`src/rtl/dual_issue_packer.sv`:
```
// dual_issue_packer: gathers a single-wide valid/ready stream into oldest-first pairs
// for a dual-issue FIFO write port, releasing a lone entry after a bounded wait.
`default_nettype none

module dual_issue_packer #(
  parameter int Width       = 32,
  parameter int PairTimeout = 0
) (
  input  logic             clk_i,
  input  logic             rst_i,
  input  logic             flush_i,
  input  logic             drain_i,
  input  logic             in_valid_i,
  input  logic [Width-1:0] in_data_i,
  output logic             in_rdy_o,
  output logic [1:0]       out_valid_o,
  output logic [Width-1:0] out_data0_o,
  output logic [Width-1:0] out_data1_o,
  input  logic [1:0]       out_rdy_i
);

  localparam int AW = (PairTimeout > 0) ? $clog2(PairTimeout + 1) : 1;
  localparam logic [AW-1:0] AGE_MAX = AW'(PairTimeout);

  logic [Width-1:0] buf0_q, buf0_d;
  logic [Width-1:0] buf1_q, buf1_d;
  logic [1:0]       cnt_q, cnt_d;
  logic [AW-1:0]    age_q, age_d;

  logic [1:0] rdy_eff;
  logic [1:0] n_out;
  logic [1:0] rem;
  logic       acc;
  logic       load0;

  always_comb begin
    // 2'b10 is not a legal grant; treat it as no room at all
    rdy_eff = (out_rdy_i == 2'b10) ? 2'b00 : out_rdy_i;

    out_valid_o = 2'b00;
    if (cnt_q == 2'd2) begin
      out_valid_o = 2'b11;
    end else if (cnt_q == 2'd1 && (age_q >= AGE_MAX || drain_i)) begin
      out_valid_o = 2'b01;
    end

    n_out = 2'd0;
    if (out_valid_o == 2'b11 && rdy_eff == 2'b11) begin
      n_out = 2'd2;
    end else if (out_valid_o[0] && rdy_eff[0]) begin
      n_out = 2'd1;
    end

    rem      = cnt_q - n_out;
    in_rdy_o = (rem < 2'd2);
    acc      = in_valid_i & in_rdy_o;

    buf0_d = buf0_q;
    buf1_d = buf1_q;
    load0  = 1'b0;
    if (n_out == 2'd1 && cnt_q == 2'd2) begin
      buf0_d = buf1_q;
      load0  = 1'b1;
    end
    if (acc) begin
      if (rem == 2'd0) begin
        buf0_d = in_data_i;
        load0  = 1'b1;
      end else begin
        buf1_d = in_data_i;
      end
    end

    cnt_d = rem + {1'b0, acc};

    // age tracks how long the current head has been waiting alone
    age_d = age_q;
    if (cnt_d != 2'd1 || load0) begin
      age_d = '0;
    end else if (cnt_q == 2'd1 && age_q < AGE_MAX) begin
      age_d = age_q + 1'b1;
    end

    if (flush_i) begin
      buf0_d = buf0_q;
      buf1_d = buf1_q;
      cnt_d  = 2'd0;
      age_d  = '0;
    end
  end

  always_ff @(posedge clk_i) begin
    if (rst_i) begin
      buf0_q <= '0;
      buf1_q <= '0;
      cnt_q  <= 2'd0;
      age_q  <= '0;
    end else begin
      buf0_q <= buf0_d;
      buf1_q <= buf1_d;
      cnt_q  <= cnt_d;
      age_q  <= age_d;
    end
  end

  assign out_data0_o = buf0_q;
  assign out_data1_o = buf1_q;

endmodule

`default_nettype wire

```
`config.mk`:
```
export PLATFORM = sky130hd
export DESIGN_NAME = dual_issue_packer
export DESIGN_NICKNAME = d
export VERILOG_FILES = /design/src/rtl/dual_issue_packer.sv
export SDC_FILE = /design/constraint.sdc
export NUM_CORES = 1
export LEC_CHECK = 0
export BUFFER_PORTS_ARGS = -buffer_cell sky130_fd_sc_hd__buf_2
export CAP_MARGIN = 20
export CORE_AREA = 2 2 96 98
export DETAILED_ROUTE_END_ITERATION = 6
export DIE_AREA = 0 0 98 100
export SYNTH_ARGS = -nofsm -noshare
export SYNTH_HDL_FRONTEND = slang
export SYNTH_SLANG_ARGS = --single-unit
```
`constraint.sdc`:
```
create_clock -name clk_i -period 2.84 [get_ports clk_i]
set_clock_uncertainty 0.05 [all_clocks]
set_input_delay 0.426 -clock clk_i [delete_from_list [all_inputs] [get_ports clk_i]]
set_output_delay 0.426 -clock clk_i [all_outputs]
set_load 0.005 [all_outputs]
```
After elaboration in Yosys (flattened, before gate mapping)

Cells that the tools add are included.

Flip-flop bits (word level): 67
Bits in latches: 0
Memory bits (writable): 0
Memory bits (read-only): 0
Input port bits: 39
Output and inout port bits: 67
Word-level logic and storage cells: 42
Memories: 0

Add/sub/neg operators: 3
Multiply operators: 0
Divide/modulo/power cells: 0
Magnitude comparators: 3
Eq/ne operators: 7
Shift operators: 0
Mux-type cells: 11
Bitwise gates (word level): 3
Reductions and logical operators: 11

Operators with widths:

| kind                                                   | number |
|---|---|
| two-way mux 32 bit                                     | 3 |
| == test 2 bit (second input constant)                  | 4 |
| two-way mux 2 bit                                      | 3 |
| logical AND 1 bit                                      | 5 |
| two-way mux 1 bit                                      | 5 |
| == test 2 x 1 -> 1 bit (second input constant)         | 2 |
| AND reduction 3 bit                                    | 1 |
| OR reduction 3 bit                                     | 1 |
| adder 2 x 1 -> 2 bit                                   | 1 |
| logical NOT 2 bit                                      | 1 |
| logical OR 1 bit                                       | 2 |
| less-than comparator 2 bit (second input constant)     | 1 |
| inequality test 2 x 1 -> 1 bit (second input constant) | 1 |
| NOT 1 bit                                              | 2 |
| OR reduction 2 bit                                     | 1 |
| subtractor 2 bit                                       | 1 |
| adder 1 bit (second input constant)                    | 1 |
| AND 1 bit                                              | 1 |
| >= comparator 1 bit (second input constant)            | 1 |
| less-than comparator 1 bit (second input constant)     | 1 |

Depth between registers and ports, before layout

Gate-level depths: netlist (run 1).

Depth after elaboration: 15
Depth in mapped cells: 11
Depth with buffers taken out: 11

Worst setup path before layout (run 1)

OpenSTA, ideal clock, no wires.

Path kind: reg2reg
Start: reg cnt_q[0]
End: reg buf1_q[0], in the netlist out_data1_o[0]
Library setup time: 0.072 ns
Arrival time: 2.110 ns
Required time: 2.718 ns
Setup slack: 0.608 ns
Stages on the path, launching flop included: 12
Path buffers: 2
Clock period less this slack: 2.232 ns
Cell sequence: dfxtp_1 > inv_1 > ha_1 > inv_1 > and3_1 > ha_1 > xnor2_2 > xnor2_2 > and3_2 > buf_4 > buf_6 > mux2i_1

Cells in the longest elaborated chain, start to end: 11
Elaborated cells between the ends (all ways): 16
Those cells by class: add/sub (1); order compare (1); eq/ne (3); mux (4); bitwise (2); reduce/logical (5)

RTL lines:

| element                                                       | RTL line | RTL |
|---|---|---|
| start, declared                                               | 27       | `logic [1:0] cnt_q, cnt_d;` |
| start signal, assigned                                        | 101      | `cnt_q <= cnt_d;` |
| == test 2 x 1 -> 1 bit                                        | 43       | `end else if (cnt_q == 2'd1 && (age_q >= AGE_MAX \|\| drain_i)) begin` |
| logical AND 1 bit                                             | 43       |  |
| two-way mux 1 bit                                             | 43       |  |
| two-way mux 2 bit *                                           | 41       | `if (cnt_q == 2'd2) begin` |
| via out_valid_o[0]                                            | 16       | `output logic [1:0] out_valid_o,` |
| == test 2 bit / logical AND 1 bit (equally long branches)     | 48, 50   |  |
| logical AND 1 bit / two-way mux 1 bit (equally long branches) | 48, 50   |  |
| two-way mux 2 bit *                                           | 48       | `if (out_valid_o == 2'b11 && rdy_eff == 2'b11) begin` |
| subtractor 2 bit *                                            | 54       | `rem = cnt_q - n_out;` |
| less-than comparator 2 bit *                                  | 55       | `in_rdy_o = (rem < 2'd2);` |
| via in_rdy_o                                                  | 15       | `output logic in_rdy_o,` |
| AND 1 bit *                                                   | 56       | `acc = in_valid_i & in_rdy_o;` |
| AND reduction 3 bit (no line) *                               | --       |  |
| end signal, assigned                                          | 100      | `buf1_q <= buf1_d;` |
| end, declared                                                 | 26       | `logic [Width-1:0] buf1_q, buf1_d;` |

Mark *: on every way through the listed nets, which the timed path passes. The rest lies on a longest branch.
A chain may end at the register's enable or synchronous reset.

Worst setup path after layout (run 1)

Start: reg cnt_q[0]
End: reg buf1_q[30], in the netlist out_data1_o[30]

Cells in the longest elaborated chain, start to end: 11
Elaborated cells between the ends (all ways): 16
Those cells by class: add/sub (1); order compare (1); eq/ne (3); mux (4); bitwise (2); reduce/logical (5)

RTL lines:

| element                                                                | RTL line |
|---|---|
| == test 2 x 1 -> 1 bit                                                 | 43 |
| logical AND 1 bit                                                      | 43 |
| two-way mux 1 bit                                                      | 43 |
| two-way mux 2 bit                                                      | 41 |
| == test 2 bit / logical AND 1 bit (equally long branches)              | 48, 50 |
| logical AND 1 bit / two-way mux 1 bit (equally long branches)          | 48, 50 |
| two-way mux 2 bit                                                      | 48 |
| subtractor 2 bit *                                                     | 54 |
| less-than comparator 2 bit / logical NOT 2 bit (equally long branches) | 55, 66 |
| AND 1 bit / NOT 1 bit (equally long branches)                          | -- |
| AND reduction 3 bit (no line) *                                        | -- |

Every way passes the cells marked *; elsewhere a longest branch is shown, timed or not.

==> results of run 1 <==
[state kept, by name, indices dropped and copies added, names as in the netlist]
register,count
out_data1_o,32
cnt_q,2
out_data0_o,32
[worst max-delay path, stage by stage (launching register included)]
cell and delay [ns]:
dfxtp_1 0.31, inv_1 0.06, ha_1 0.28, inv_1 0.05, and3_1 0.17, ha_1 0.21, xnor2_2 0.15, xnor2_2 0.30
and3_2 0.45, buf_4 0.27, mux2i_1 0.20
[stage by stage]
step	setup slack (ns)	instance area, sq um	instances	util (%)	power (W)
4_1_cts	0.223	4240	556	47.7	0.00233
5_1_grt	0.0580	4240	556	47.7	0.00241
6_report	0.260	4240	556	47.7	0.00228
3_3_place_gp	0.315	4040	541	45.4	0.00148
2_1_floorplan	0.608	3400	337	-	0.00133
3_5_place_dp	0.268	4040	541	45.4	0.00150
[cell usage in the layout, fill, tap and decap left out, drive strengths merged]
cell,instances
a311o,1
nor2,2
nor2b,1
nand3,1
nand4,2
o221ai,32
xnor2,3
nand2,33
clkinv,1
clkbuf,13
buf,117
dfxtp,66
nand2b,64
and3,2
and2,3
inv,35
mux2i,64
ha,4
bufinv,1
[cell families (layout without fill, tap and decap cells)]
kind of cell / after synthesis / in the layout / synth area share, %
and+or+nand+nor: 108 / 108 / 17.4
adders and majority gates: 4 / 4 / 1.47
muxes: 64 / 64 / 18.9
AOI/OAI and AO/OA: 33 / 33 / 14.1
xor gates and xnor gates: 3 / 3 / 1.22
DFF: 66 / 66 / 38.9
buffers and inverters: 59 / 167 / 8.07
[per-layer routing]
layer / vias up / share of wire, % / GRT usage, % / wire (um)
li1: 1353 / - / - / -
met1: 1272 / 45 / 19.6 / 3550
met2: 68 / 48 / 28.6 / 3790
met3: 4 / 5.5 / 4.87 / 433
met4: 0 / 0.92 / 5.77 / 72
met5: - / 0 / 0 / 0
[area by class of cell]
cell class | instances | area [sq um]
clock buffer | 13 | 169
clock inverter | 2 | 35.0
fill | 865 | 4650
inverter | 35 | 131
multi-input combinational | 212 | 1800
sequential | 66 | 1320
tap | 111 | 139
timing repair buffer | 117 | 643
[power by group through the flow]
| stage | combinational (W) | sequential (W) | clock, W |
|---|---|---|---|
| finish | 0.000424 | 0.00104 | 0.000818 |
| global route | 0.000472 | 0.00105 | 0.000888 |
| CTS | 0.000434 | 0.00104 | 0.000855 |
| detailed placement | 0.000433 | 0.00106 | 0 |
| global placement | 0.000422 | 0.00106 | 0 |
| floorplan | 0.000270 | 0.00106 | 0 |
[final timing paths]
path	start	endpoint	slack, ns
max reg2reg	cnt_q[0]	out_data1_o[30]	0.26
min reg2reg	out_data1_o[10]	out_data1_o[10]	0.44
max	cnt_q[0]	out_data1_o[30]	0.26
min	in_data_i[8]	out_data1_o[8]	0.31
==> reports/results.tsv, run 1 <==
stage	metric	value	unit
sta	period_needed	2.58	ns
synthesis	syn_inst	337	
setup_path	critPathKind	reg -> reg	
synthesis	synth_cell_type_count	23	
hold_path	hold_path_class	in -> reg	
global_routing	overflow	0	
floorplanning	die_area	9800	sq um
pwr	seq_power_share	45.6	%
synthesis	synth_common_cells	66 x dfxtp_1, 64 x mux2i_1, 64 x nand2b_1	
cts	postCtsSetupRepairBufs	0	
drt	wl_per_cell	14.1	um
pwr	p_sw_share	26.8	%
cts	cts_tree	done	
sta	finalSetupTns	0	ns
floorplanning	ios	106	
pwr	pwr-share-comb	18.6	%
placed_design	place.gp.congestion	0.748	
setup_path	worstPathMaxFanout	9	
finish	drive_gt1_share	37.5	%
global_routing	antenna_found_initial	0	
synthesis	synth_ff_type	dfxtp_1	
global_routing	grt_use_total	16.5	%
floorplanning	fp-row-count	35	
sta	slew_viol_final	0	
setup_path	r2r_cells	10	
synthesis	ys_ff_latch	66	
sta	period_share	90.8	%
setup_path	required	3.05	ns
synthesis	async_flop_share	0	%
cts	cts_hold_buf	0	
drt	drt_iter0_drc	84	
outcome	status	finished clean	
cts	cts_buffers	9	
synthesis	netlist_top_cells_area	dfxtp_1 39%, mux2i_1 19%, o221ai_2 13%, nand2b_1 12%, inv_1 3.9%	
setup_path	worstSetupEndpointType	flop	
sta	worstMarginPinSlew	0.655	ns
synthesis	synth_area_per_cell	10.1	sq um
finish	fin_nets	484	
finish	diodes	0	
pwr	clkPwrFrac	35.8	%
floorplanning	die_w	98	um
cts	h-tree-depth	3	
cts	root_buffer	clkbuf_8	
pwr	p_per_area	539	nW/um^2
run	cap_violations	0	
pwr	ir_drop	0.277	mV
pwr	p_sw	0.000611	W
synthesis	synth_top_cell_area_share	38.9	%
pwr	p_int	0.00167	W
sta	rsz0062_at_grt	false	
synthesis	synth_nets	380	
floorplanning	die_h	100	um
global_routing	grt_max_degree	41	
global_routing	grt_pass1_vias	2681	
synthesis	ys_seq_area_share	38.9	%
placed_design	numPortBuffers	104	
floorplanning	coreArea	8890	sq um
drt	firstDrtPassIters	4	
cts	clk_latency	0.33	ns
synthesis	yosysTopAreaCell	dfxtp_1	
hold_path	holdPathStages	3	
pwr	p_leak	2.09	nW
sta	setup_viol	0	
synthesis	synth-edff-count	0	
cts	cts_resized	0	
synthesis	synth.most_common_cell	dfxtp_1	
drt	vias_per_cell	4.85	
sta	slew_headroom	56.2	%
placed_design	place_hpwl	5.51	mm
global_routing	grt_pass1_wl	13.0	mm
drt	ant_nets	0	
cts	cts_sinks	66	
drt	post-route-drc-count	0	
cts	clock_path_buffers	2	
sta	hold_viol_final	0	
floorplanning	start_util	38.2	%
cts	clkTransAtPathRegs	0.07	ns
drt	routed_wl	7.85	mm
synthesis	syn_area	3400	sq um
drt	dr_total_vias	2697	
sta	fmax	388	MHz
setup_path	cp_data_arrival_time	2.79	ns
sta	hold_ws	0.309	ns
finish	syn2layout_area_growth	24.9	%
setup_path	start_kind	flop	
synthesis	ys_warn_count	0	
Note: power is estimated with default switching activity, not from simulation.
==> inputs of run 2 (changes only) <==
--- a/config.mk
+++ b/config.mk
@@ -7,9 +7,10 @@
 export LEC_CHECK = 0
 export BUFFER_PORTS_ARGS = -buffer_cell sky130_fd_sc_hd__buf_2
 export CAP_MARGIN = 20
-export CORE_AREA = 2 2 96 98
+export CORE_AREA = 2 2 90 92
 export DETAILED_ROUTE_END_ITERATION = 6
-export DIE_AREA = 0 0 98 100
+export DIE_AREA = 0 0 92 94
+export PLACE_DENSITY = 0.71
 export SYNTH_ARGS = -nofsm -noshare
 export SYNTH_HDL_FRONTEND = slang
 export SYNTH_SLANG_ARGS = --single-unit
==> constraint.sdc (replaced) <==
create_clock -name clk_i -period 3 [get_ports clk_i]
set_clock_uncertainty 0.05 [all_clocks]
set_input_delay 0.45 -clock clk_i [delete_from_list [all_inputs] [get_ports clk_i]]
set_output_delay 0.45 -clock clk_i [all_outputs]
set_load 0.005 [all_outputs]
==> run 2 against run 1 <==
Worst hold slack improved by 0.0032 ns. Non-clock buffer count decreased by 3. Via count unchanged. Clock power increased by 3.5%. Routed wire length decreased by 1.5%. Sequential power decreased by 5%. First-iteration DRC count decreased by 2.4%. Register-to-register slack improved by 0.29 ns. Count of clock-buffer cells in the layout decreased by 3. Sequential share of layout area increased by 0.27 points. Largest power group unchanged.
==> reports/results.tsv, run 2 (synthesis results as in run 1) <==
stage	metric	value	unit	change
finish	multi_input_area	1800	sq um	unchanged
sta	hold_viol_final	0		unchanged
setup_path	cp_data_arrival_time	2.02	ns	-0.77 ns
drt	dr_total_vias	2697		unchanged
cts	cts_tree	done		
placed_design	place_ws	0.557	ns	+0.289 ns
drt	vias_per_cell	4.95		+2.0%
pwr	seq_power_share	44.3	%	-1.3 points
hold_path	hold_path_class	in -> reg		
finish	fin_nets	481		-0.62%
pwr	ir_drop	0.386	mV	+39%
cts	h-tree-depth	3		unchanged
cts	clock_path_buffers	2		unchanged
finish	final_common_cell	buf_2		
pwr	p_leak	2.07	nW	-0.96%
drt	ant_nets	0		unchanged
floorplanning	coreArea	7610	sq um	-14%
global_routing	overflow	0		unchanged
cts	cts_sinks	66		unchanged
finish	syn2layout_area_growth	23.8	%	
sta	setup_viol	0		unchanged
placed_design	place_hpwl	5.36	mm	-2.8%
pwr	p_sw	0.000606	W	-0.87%
drt	firstDrtPassIters	4		unchanged
finish	register_area	1320	sq um	unchanged
sta	rsz0062_at_grt	false		
global_routing	grt_pass1_wl	12.6	mm	-2.9%
sta	fin_ws	0.485	ns	+0.224 ns
cts	cts_hold_buf	0		unchanged
drt	drt_iter0_drc	82		-2.4%
floorplanning	die_w	92	um	-6.1%
floorplanning	die_area	8650	sq um	-12%
global_routing	antenna_found_initial	0		unchanged
cts	root_buffer	clkbuf_8		
cts	clkTransAtPathRegs	0.08	ns	about the same
placed_design	numPortBuffers	104		unchanged
pwr	clkPwrFrac	38.1	%	+2.3 points
pwr	pwr-share-comb	17.6	%	-1.0 points
finish	layout.cells.non_filler	545		-2.0%
global_routing	grt_max_degree	35		-15%
global_routing	grt_use_total	18.6	%	+2.0 points
sta	fmax	398	MHz	
global_routing	grt_pass1_vias	2621		-2.2%
setup_path	worstSetupEndpointType	output port		
pwr	p_int	0.00162	W	-3.2%
run	cap_violations	0		unchanged
drt	wl_per_cell	14.2	um	+0.46%
sta	slew_headroom	50.8	%	-5.4 points
outcome	status	finished clean		
sta	worstMarginPinSlew	0.735	ns	+0.0803 ns
cts	clk_latency	0.35	ns	+0.02 ns
drt	routed_wl	7.73	mm	-1.5%
pwr	p_per_area	529	nW/um^2	-1.7%
placed_design	place.gp.congestion	0.704		-6.0%
finish	drive_gt1_share	37.5	%	-0.056 points
floorplanning	ios	106		unchanged
finish	fillerInstances	726		-16%
finish	diodes	0		unchanged
sta	finalSetupTns	0	ns	unchanged
cts	cts_resized	0		unchanged
setup_path	start_kind	flop		
placed_design	place_inst	529		-2.2%
finish	layout_common_cells	104 x buf_2, 66 x dfxtp_1, 64 x nand2b_1, 64 x mux2i_1, 35 x inv_1		
floorplanning	start_util	44.6	%	+6.4 points
cts	cts_buffers	9		unchanged
drt	post-route-drc-count	0		unchanged
pwr	p_sw_share	27.2	%	+0.46 points
setup_path	required	2.50	ns	-0.55 ns
floorplanning	die_h	94	um	-6.0%
cts	postCtsSetupRepairBufs	0		unchanged
setup_path	worstPathMaxFanout	6		-3
sta	period_share	83.8	%	
sta	slew_viol_final	0		unchanged
sta	period_needed	2.52	ns	
setup_path	critPathKind	reg -> out		
floorplanning	fp-row-count	32		-8.6%
==> run 2: cell types whose count changed in the layout (fill, tap and decap cells not counted) <==
cell	before	now
bufinv_16	1	2
clkbuf_8	12	10
inv_6	0	1
clkbuf_1	1	0
buf_4	11	10
buf_12	2	0
clkinvlp_4	0	2
==> run 2: layout make-up <==
type / instances / share of cell area [%]
multi-input cells: 212 / 42.9
clock inverters: 6 / 2.11
clock buffers: 10 / 3.27
repair buffers: 114 / 14.2
well taps: 102 / 3.03
inverters: 35 / 3.12
flip-flops and latches: 66 / 31.4
==> run 2: worst max-delay path: stages, from the launching register on <==
cell and delay, ns:
dfxtp_1 0.31, inv_1 0.06, ha_1 0.28, inv_1 0.05
and3_1 0.16, ha_1 0.20, xnor2_2 0.15, xnor2_2 0.29
buf_2 0.17
==> run 2: stage by stage <==
step,util [%],hold WS [ns],total power (W),cell area (sq um)
detailed placement,52.3,0.425,0.00140,3980
global route,55.3,0.299,0.00234,4210
CTS,55.3,0.294,0.00226,4210
floorplan,-,0.427,0.00126,3400
global placement,52.3,0.418,0.00139,3980
finish,55.3,0.312,0.00223,4210
==> run 2: worst paths after layout <==
path / to / cells after the start / from / slack [ns]
worst max-delay path: in_rdy_o / 8 / cnt_q[0] / 0.48
worst min-delay path: out_data1_o[29] / 3 / in_data_i[29] / 0.31
worst max register to register: out_data1_o[13] / 10 / cnt_q[0] / 0.55
worst min register to register: out_data1_o[17] / 2 / out_data1_o[17] / 0.44
==> run 2: power by group through the flow <==
| stage | sequential [W] | clock (W) | combinational (W) |
|---|---|---|---|
| after global placement | 0.00100 | 0 | 0.000385 |
| after CTS | 0.000986 | 0.000873 | 0.000399 |
| final | 0.000987 | 0.000847 | 0.000391 |
| after floorplan | 0.00101 | 0 | 0.000256 |
| after detailed placement | 0.00101 | 0 | 0.000397 |
| after global routing | 0.000996 | 0.000910 | 0.000435 |
==> run 2: metal layers <==
layer / global-route usage (%) / vias to the layer above / routed length, um
met5: 0 / - / 0
met4: 5.97 / 0 / 74
met3: 5.86 / 6 / 424
met2: 32.4 / 70 / 3850
met1: 21.7 / 1276 / 3380
li1: - / 1345 / -
